[config.mk]
export PLATFORM = sky130hd
export DESIGN_NAME = stream_mux_rr
export DESIGN_NICKNAME = d
export VERILOG_FILES = /design/src/rtl/stream_mux_pkg.sv /design/src/rtl/rr_arbiter.sv /design/src/rtl/stream_mux_rr.sv
export SDC_FILE = /design/constraint.sdc
export NUM_CORES = 1
export LEC_CHECK = 0
export CORE_MARGIN = 2
export CORE_UTILIZATION = 55
export DETAILED_ROUTE_END_ITERATION = 7
export DONT_BUFFER_PORTS = 1
export GPL_TIMING_DRIVEN = 1
export PLACE_DENSITY = 0.7
export SLEW_MARGIN = 20
export SYNTH_ARGS = -nofsm -noshare
export SYNTH_HDL_FRONTEND = slang
export SYNTH_SLANG_ARGS = --single-unit
[constraint.sdc]
create_clock -name clk_i -period 28.3 [get_ports clk_i]
set_input_delay 8.49 -clock clk_i [delete_from_list [all_inputs] [get_ports clk_i]]
set_output_delay 8.49 -clock clk_i [all_outputs]
set_load 0.05 [all_outputs]
[src/rtl/stream_mux_pkg.sv]
// rtl/stream_mux_pkg.sv - shared types and helpers for the round-robin stream mux
package stream_mux_pkg;

  // Channel selection policy, driven straight from mode_i.
  typedef enum logic {
    ModeSel = 1'b0,
    ModeRr  = 1'b1
  } mode_e;

  // Width of a channel index; a single channel still needs one bit.
  function automatic int sel_width(input int n);
    return (n > 1) ? $clog2(n) : 1;
  endfunction

endpackage

[src/rtl/rr_arbiter.sv]
// rtl/rr_arbiter.sv - combinational round-robin arbiter starting its search at ptr
module rr_arbiter
  import stream_mux_pkg::*;
#(
  parameter  int NumCh = 8,
  localparam int SelW  = sel_width(NumCh)
) (
  input  logic [NumCh-1:0] req_i,
  input  logic [SelW-1:0]  ptr_i,
  input  logic             en_i,
  output logic [NumCh-1:0] gnt_o,
  output logic [SelW-1:0]  gnt_idx_o
);

  int   w_best;
  int   w_best_dist;
  int   w_dist;
  logic w_found;

  // Pick the requester with the smallest upward distance from ptr (with wrap).
  always_comb begin
    w_best      = 0;
    w_best_dist = NumCh;
    w_dist      = 0;
    for (int k = 0; k < NumCh; k++) begin
      if (req_i[k]) begin
        w_dist = (k + NumCh - int'(ptr_i)) % NumCh;
        if (w_dist < w_best_dist) begin
          w_best_dist = w_dist;
          w_best      = k;
        end
      end
    end
  end

  // Expand the winner into a one-hot grant, suppressed when not enabled.
  always_comb begin
    w_found   = en_i && (w_best_dist < NumCh);
    gnt_o     = '0;
    gnt_idx_o = SelW'(w_best);
    for (int k = 0; k < NumCh; k++) begin
      gnt_o[k] = w_found && (k == w_best);
    end
  end

endmodule

[src/rtl/stream_mux_rr.sv]
// rtl/stream_mux_rr.sv - N-channel registered stream mux, select or round-robin
module stream_mux_rr
  import stream_mux_pkg::*;
#(
  parameter  int Width = 16,
  parameter  int NumCh = 8,
  localparam int SelW  = sel_width(NumCh)
) (
  input  logic             clk_i,
  input  logic             rst_ni,
  input  logic             mode_i,
  input  logic [SelW-1:0]  sel_i,
  input  logic [NumCh-1:0] valid_i,
  input  logic [Width-1:0] data_i [NumCh],
  output logic [NumCh-1:0] ready_o,
  output logic             valid_o,
  output logic [Width-1:0] data_o,
  output logic [SelW-1:0]  ch_o,
  input  logic             ready_i
);

  logic             r_valid;
  logic [Width-1:0] r_data;
  logic [SelW-1:0]  r_ch;
  logic [SelW-1:0]  r_ptr;

  mode_e            w_mode;
  logic             w_rr;
  logic             w_accept;
  logic [NumCh-1:0] w_sel_gnt;
  logic [NumCh-1:0] w_arb_gnt;
  logic [SelW-1:0]  w_arb_idx;
  logic [NumCh-1:0] w_gnt;
  logic [SelW-1:0]  w_idx;
  logic             w_xfer;
  logic [Width-1:0] w_data;
  logic [SelW-1:0]  w_ptr_next;

  assign w_mode   = mode_e'(mode_i);
  assign w_rr     = (w_mode == ModeRr);
  assign w_accept = !r_valid || ready_i;

  rr_arbiter #(
    .NumCh (NumCh)
  ) u_arb (
    .req_i     (valid_i),
    .ptr_i     (r_ptr),
    .en_i      (w_accept && rst_ni && w_rr),
    .gnt_o     (w_arb_gnt),
    .gnt_idx_o (w_arb_idx)
  );

  // Select-mode grant; an out-of-range sel_i matches no channel.
  always_comb begin
    w_sel_gnt = '0;
    for (int k = 0; k < NumCh; k++) begin
      w_sel_gnt[k] = valid_i[k] && (sel_i == SelW'(k));
    end
  end

  // Grant mux, ready generation (held low in reset) and winning data select.
  always_comb begin
    w_gnt   = w_rr ? w_arb_gnt : w_sel_gnt;
    w_idx   = w_rr ? w_arb_idx : sel_i;
    ready_o = (rst_ni && w_accept) ? w_gnt : '0;
    w_xfer  = |ready_o;
    w_data  = '0;
    for (int k = 0; k < NumCh; k++) begin
      if (w_gnt[k]) begin
        w_data = data_i[k];
      end
    end
    w_ptr_next = (w_idx == SelW'(NumCh - 1)) ? '0 : w_idx + SelW'(1);
  end

  // Output stage: load on transfer, drop valid on an idle accept, hold on stall.
  always_ff @(posedge clk_i or negedge rst_ni) begin
    if (!rst_ni) begin
      r_valid <= 1'b0;
      r_data  <= '0;
      r_ch    <= '0;
    end else if (w_accept) begin
      r_valid <= w_xfer;
      if (w_xfer) begin
        r_data <= w_data;
        r_ch   <= w_idx;
      end
    end
  end

  // Round-robin pointer moves past the winner only on a round-robin transfer.
  always_ff @(posedge clk_i or negedge rst_ni) begin
    if (!rst_ni) begin
      r_ptr <= '0;
    end else if (w_xfer && w_rr) begin
      r_ptr <= w_ptr_next;
    end
  end

  assign valid_o = r_valid;
  assign data_o  = r_data;
  assign ch_o    = r_ch;

endmodule

==> results_dict.tcl, run 1 <==
set metrics [dict create \
    synthArstFlopShare 1.00 \
    drive_gt1_frac 0.102 \
    area_growth_pct 0.492 \
    ys.warnings.count 0 \
    final_area_sq_mm 0.00332 \
    critPathSlowestCell "nor2b_1" \
    insertion_delay_ns 0.26 \
    relSlewSlack 0.371 \
    layout_common_cells "nor2_1 (58), nand2_1 (36), dfrtp_1 (23), a211o_1 (18), o221ai_1 (16)" \
    p_leak_nw 1.35 \
    design.portCount 171 \
    ant_nets 0 \
    core-area_sq_mm 0.00585 \
    ys_types 75 \
    ys.flop_type "dfrtp_1" \
    dieArea_sq_mm 0.00665 \
    maxCapViolations 0 \
    synthCells 425 \
    clock-sinks 23 \
    synth_edf_count 0 \
    rsz0062_at_grt "false" \
    yosys-top-cells-area "dfrtp_1 (17%), nor2_1 (6.6%), a221oi_2 (5.0%)" \
    period_minus_slack_ns 24.18 \
    hold_viol 0 \
    crit_path_start_kind "input port" \
    vias_per_cell 7.80 \
    synth.cell_area_sq_mm 0.00331 \
    tns_ns 0 \
    routabilityCongestion 0.962 \
    dpl.hpwl_um 8690 \
    numCtsBuffers 3 \
    crit_path_max_fanout 16 \
    drc_errors 0 \
    dr_total_vias 3729 \
    grt_pass1_vias 3344 \
    grt_pass1_wl_um 17400 \
    fmax_mhz 41.4 \
    synth_seq_cells 23 \
    port_buffers 0 \
    synth_top_area_cell "dfrtp_1" \
    worstSetupPathType "input port to output pin" \
    antenna_cells 0 \
    start_util 0.565 \
    wl_um 11600 \
    gr-total-overflow 0 \
    vdd_drop_max_mv 0.103 \
    drv_slew 0 \
    nFillCells 560 \
    cts_root_buffer "clkbuf_8" \
    drt-wirelength-per-cell_um 24.2 \
    worst_clock_skew_ns 0.00211 \
    setup_violations 0 \
    cp-end-kind "output pin" \
    crit_buf_inv 1 \
    syn_nets 577 \
    regArea_sq_um 576 \
    die_x_um 81.5 \
    cts_max_level 1 \
    power.density_mw_per_mm2 173 \
    placed_area_sq_mm 0.00328 \
    yosysTopAreaCellShare 0.174 \
    worst_pin_slew_ns 0.941 \
    cts_buffer_depth 2 \
    antenna_found_initial 0 \
    rows 28 \
    cp.required_ns 19.81 \
    grt_max_degree 37 \
    synth.avg_cell_area_sq_um 7.78 \
    hold_buffers 0 \
    critPathTopFamily "compound AO/OA/AOI/OAI gates" \
    cts_setup_buffers 0 \
    hold_path.class "register to register" \
    yosysSeqAreaShare 0.174 \
    post-route-period-util 0.854 \
    grt_use_total 0.335 \
    status "finished clean" \
    die_h_um 81.5 \
    cpPeakStageDelay_ns 0.79 \
    final_common_cell "nor2_1" \
    clkSlewWorstSetupHoldPaths_ns 0.08 \
    drtIter0Drc 580 \
    dr.pass1.iters 8 \
    cts-resized-gates 0 \
    worstPathArrival_ns 15.69 \
    fin_nets 556 \
    multi_input_area_sq_mm 0.00249 \
    cts_tree "yes" \
]
==> power by group <==
group / internal, mW / leakage [nW] / switching [mW]
registers: 0.0456 / 0.294 / 0.0584
logic: 0.178 / 1.03 / 0.272
clock network: 0.00983 / 0.0255 / 0.0107
total: 0.233 / 1.35 / 0.341
==> cell families after synthesis <==
logic type,after synthesis,synth area share
buffers and inverters,49,0.0727
multiplexers,8,0.0261
flip-flops,23,0.174
XOR/XNOR,3,0.00795
AND/OR/NAND/NOR,161,0.237
adder cells (fa/ha/maj),11,0.0401
AO/OA/AOI/OAI,170,0.442
==> worst reg2reg max path: cells and delay by family (launching register included) <==
family	cells	cell delay, ns
XOR/XNOR	1	0.52
flip-flops	1	0.76
adder cells (fa/ha/maj)	4	1.33
AO/OA/AOI/OAI	15	4.10
multiplexers	2	0.65
AND/OR/NAND/NOR	8	1.80
buffers and inverters	2	0.88
==> cell usage after synthesis, drive strengths merged (2+ instances only) <==
cell type / n
a2111oi: 2
a211o: 18
a211oi: 8
a21boi: 4
a21oi: 15
a221oi: 15
a222oi: 15
a22o: 3
a22oi: 2
a31o: 2
a31oi: 4
a32o: 4
and2: 3
and3: 4
and4: 2
buf: 23
clkbuf: 11
dfrtp: 23
ha: 9
inv: 14
maj3: 2
mux2: 5
mux2i: 3
nand2: 36
nand2b: 6
nand3: 5
nand4: 4
nor2: 60
nor2b: 12
nor3: 7
nor4: 15
o211ai: 5
o21a: 11
o21ai: 13
o21bai: 3
o221ai: 18
o22ai: 5
o31ai: 4
o32ai: 2
or3: 5
xnor2: 3
==> state kept, by name, indices dropped and copies added (netlist names) <==
name and count:
data_o 16, r_ptr 3, ch_o 3, valid_o 1
==> metal layers <==
| layer | vias up | wire (um) | part of all wire | GRT usage |
|---|---|---|---|---|
| li1 | 1655 | - | - | - |
| met1 | 1756 | 4480 | 0.39 | 0.432 |
| met2 | 275 | 5640 | 0.49 | 0.570 |
| met3 | 43 | 1040 | 0.090 | 0.0484 |
| met4 | 0 | 421 | 0.036 | 0.115 |
| met5 | - | 0 | 0 | 0 |
==> final timing paths <==
check,start,slack (ns),to,depth (start not counted)
setup / recovery,valid_i[0],4.12,ready_o[0],27
hold / removal,ch_o[1]$_DFFE_PN0P_,0.81,ch_o[1]$_DFFE_PN0P_,2
setup reg to reg,r_ptr[1]$_DFFE_PN0P_,18.16,data_o[6]$_DFFE_PN0P_,32
hold reg to reg,ch_o[1]$_DFFE_PN0P_,0.81,ch_o[1]$_DFFE_PN0P_,2
max in group asynchronous,rst_ni,20.31,valid_o$_DFFE_PN0N_,0
min in group asynchronous,rst_ni,7.91,data_o[6]$_DFFE_PN0P_,0
==> layout make-up <==
cell class,count,area share
Sequential cell,23,0.173
Timing Repair Buffer,8,0.0181
Clock buffer,3,0.0124
Clock inverter,1,0.00151
Tap cell,75,0.0282
Inverter,15,0.0169
Multi-Input combinational cell,353,0.750
==> through the flow <==
| step | hold slack, ns | total power [mW] | worst slack [ns] | instances | util |
|---|---|---|---|---|---|
| after floorplan | 0.741 | 0.463 | 4.96 | 425 | - |
| after global placement | 0.790 | 0.532 | 4.47 | 474 | 0.560 |
| after detailed placement | 0.796 | 0.540 | 4.21 | 474 | 0.560 |
| after CTS | 0.807 | 0.562 | 4.22 | 478 | 0.568 |
| after global routing | 0.833 | 0.615 | 3.63 | 478 | 0.568 |
| final | 0.809 | 0.574 | 4.12 | 478 | 0.568 |
No activity file was read; power rests on OpenSTA's default activity.
==> inputs of run 2 (changes only) <==
- CELL_PAD_IN_SITES_DETAIL_PLACEMENT: not set -> 0
- CELL_PAD_IN_SITES_GLOBAL_PLACEMENT: not set -> 1
- CORE_UTILIZATION: 55 -> 49
- GPL_TIMING_DRIVEN: 1 -> 0
- PLACE_DENSITY: 0.7 -> 0.88
==> run 2 against run 1 <==
Combinational power grew 5.6%. Clock power up 2%. Cell count is 5.9% higher. Via count increased by 1.2%. Sequential power down 11%. Critical endpoint unchanged.
==> results_dict.tcl, run 2 (synthesized netlist as in run 1, its figures left out) <==
set metrics [dict create \
    worst_clock_skew_ns 0.00950 \
    crit_path_max_fanout 10 \
    crit_path_start_kind "input port" \
    hold_viol 0 \
    status "finished clean" \
    dieArea_sq_mm 0.00742 \
    cts_setup_buffers 0 \
    rows 29 \
    rrSetupSlack_ns 18.44 \
    grt_max_degree 26 \
    fmax_mhz 40.9 \
    worstPathArrival_ns 15.94 \
    drive_gt1_frac 0.131 \
    regArea_sq_um 576 \
    r2r-start "r_ptr[0]$_DFFE_PN0P_" \
    core-area_sq_mm 0.00642 \
    critPathSlowestCell "nor2b_1" \
    power.density_mw_per_mm2 171 \
    finalPower_mw 0.589 \
    vdd_drop_max_mv 0.0784 \
    multi_input_area_sq_mm 0.00249 \
    gr-total-overflow 0 \
    clock-sinks 23 \
    wl_um 12200 \
    timing.hold.ws_ns 0.773 \
    die_h_um 86.1 \
    relSlewSlack 0.347 \
    grt_use_total 0.316 \
    start_util 0.515 \
    drc_errors 0 \
    insertion_delay_ns 0.27 \
    dr_total_vias 3772 \
    cts_root_buffer "clkbuf_8" \
    grt_pass1_wl_um 18700 \
    dr.pass1.iters 6 \
    design.portCount 171 \
    clkSlewWorstSetupHoldPaths_ns 0.08 \
    worst_pin_slew_ns 0.977 \
    cts_buffer_depth 2 \
    cts_max_level 1 \
    dpl.hpwl_um 9770 \
    drt-wirelength-per-cell_um 24.1 \
    hold_depth 2 \
    hold_start "ch_o[1]$_DFFE_PN0P_" \
    post-route-period-util 0.863 \
    drv_slew 0 \
    antenna_found_initial 0 \
    final_common_cell "nor2_1" \
    area_growth_pct 4.32 \
    period_minus_slack_ns 24.43 \
    hold_buffers 0 \
    fin_nets 582 \
    r2r_cells 36 \
    cp.required_ns 19.81 \
    numCtsBuffers 3 \
    r2r-end "data_o[12]$_DFFE_PN0P_" \
    cts_tree "yes" \
    largest_register_ffs 16 \
    die_x_um 86.1 \
    p_leak_nw 1.43 \
    grt_pass1_vias 3507 \
    min_to "ch_o[1]$_DFFE_PN0P_" \
    rsz0062_at_grt "false" \
    layout_common_cells "nor2_1 (58), nand2_1 (36), dfrtp_1 (23), buf_2 (18), a211o_1 (18)" \
    cp-end-kind "output pin" \
    tns_ns 0 \
    cts-resized-gates 0 \
    crit_path_frequent_cell "nand2_1" \
    maxCapViolations 0 \
    drtIter0Drc 473 \
    nFillCells 659 \
    routabilityCongestion 0.949 \
    ant_nets 0 \
    setup_violations 0 \
    worstSetupPathType "input port to output pin" \
    cpPeakStageDelay_ns 0.82 \
    antenna_cells 0 \
    port_buffers 0 \
    vias_per_cell 7.45 \
    hold_path.class "register to register" \
]
## run 2: cell types whose count changed in the layout (fill, tap and decap cells not counted)
cell / change
buf_2: +18
buf_4: -7
buf_6: +4
clkbuf_1: +11
## run 2: through the flow
step / cell area (sq um) / utilization / cells / setup slack (ns)
finish: 3450 / 0.537 / 506 / 3.87
global route: 3450 / 0.537 / 506 / 3.47
CTS: 3450 / 0.537 / 506 / 3.99
detailed placement: 3400 / 0.530 / 502 / 4.03
global placement: 3400 / 0.530 / 502 / 4.08
floorplan: 3310 / - / 425 / 4.96
## run 2: how the worst max path moves through the flow
| stage | start | depth (start not counted) | slack [ns] | end |
|---|---|---|---|---|
| final | valid_i[0] | 29 | 3.87 | ready_o[0] |
| after global placement | valid_i[0] | 29 | 4.08 | ready_o[0] |
| after CTS | valid_i[0] | 29 | 3.99 | ready_o[0] |
| after global routing | valid_i[0] | 29 | 3.47 | ready_o[0] |
| after floorplan | valid_i[0] | 29 | 4.96 | ready_o[0] |
| after detailed placement | valid_i[0] | 29 | 4.03 | ready_o[0] |
## run 2: layout make-up
| cell class | instances | share of cell area |
|---|---|---|
| tap | 77 | 0.0279 |
| inverter | 15 | 0.0163 |
| buffer | 34 | 0.0533 |
| clock inverter | 1 | 0.00145 |
| clock buffer | 3 | 0.0120 |
| multi-input combinational | 353 | 0.722 |
| sequential | 23 | 0.167 |
## run 2: critical path, delay by kind of cell
family | cells | cell delay, ns
mux | 2 | 0.55
simple gates | 8 | 2.24
fa+ha+maj | 3 | 0.88
buf+inv | 3 | 0.71
compound gates | 13 | 3.05
## run 2: report_power, final
group	switching (mW)	leakage, nW	internal, mW
Sequential	0.0471	0.294	0.0458
Clock	0.0112	0.0255	0.00984
Combinational	0.287	1.11	0.189
Total	0.345	1.43	0.244
## run 2: layer usage
layer	track usage	share of wire
met5	0	0
met4	0.0851	0.029
met3	0.0327	0.075
met2	0.565	0.50
met1	0.402	0.39
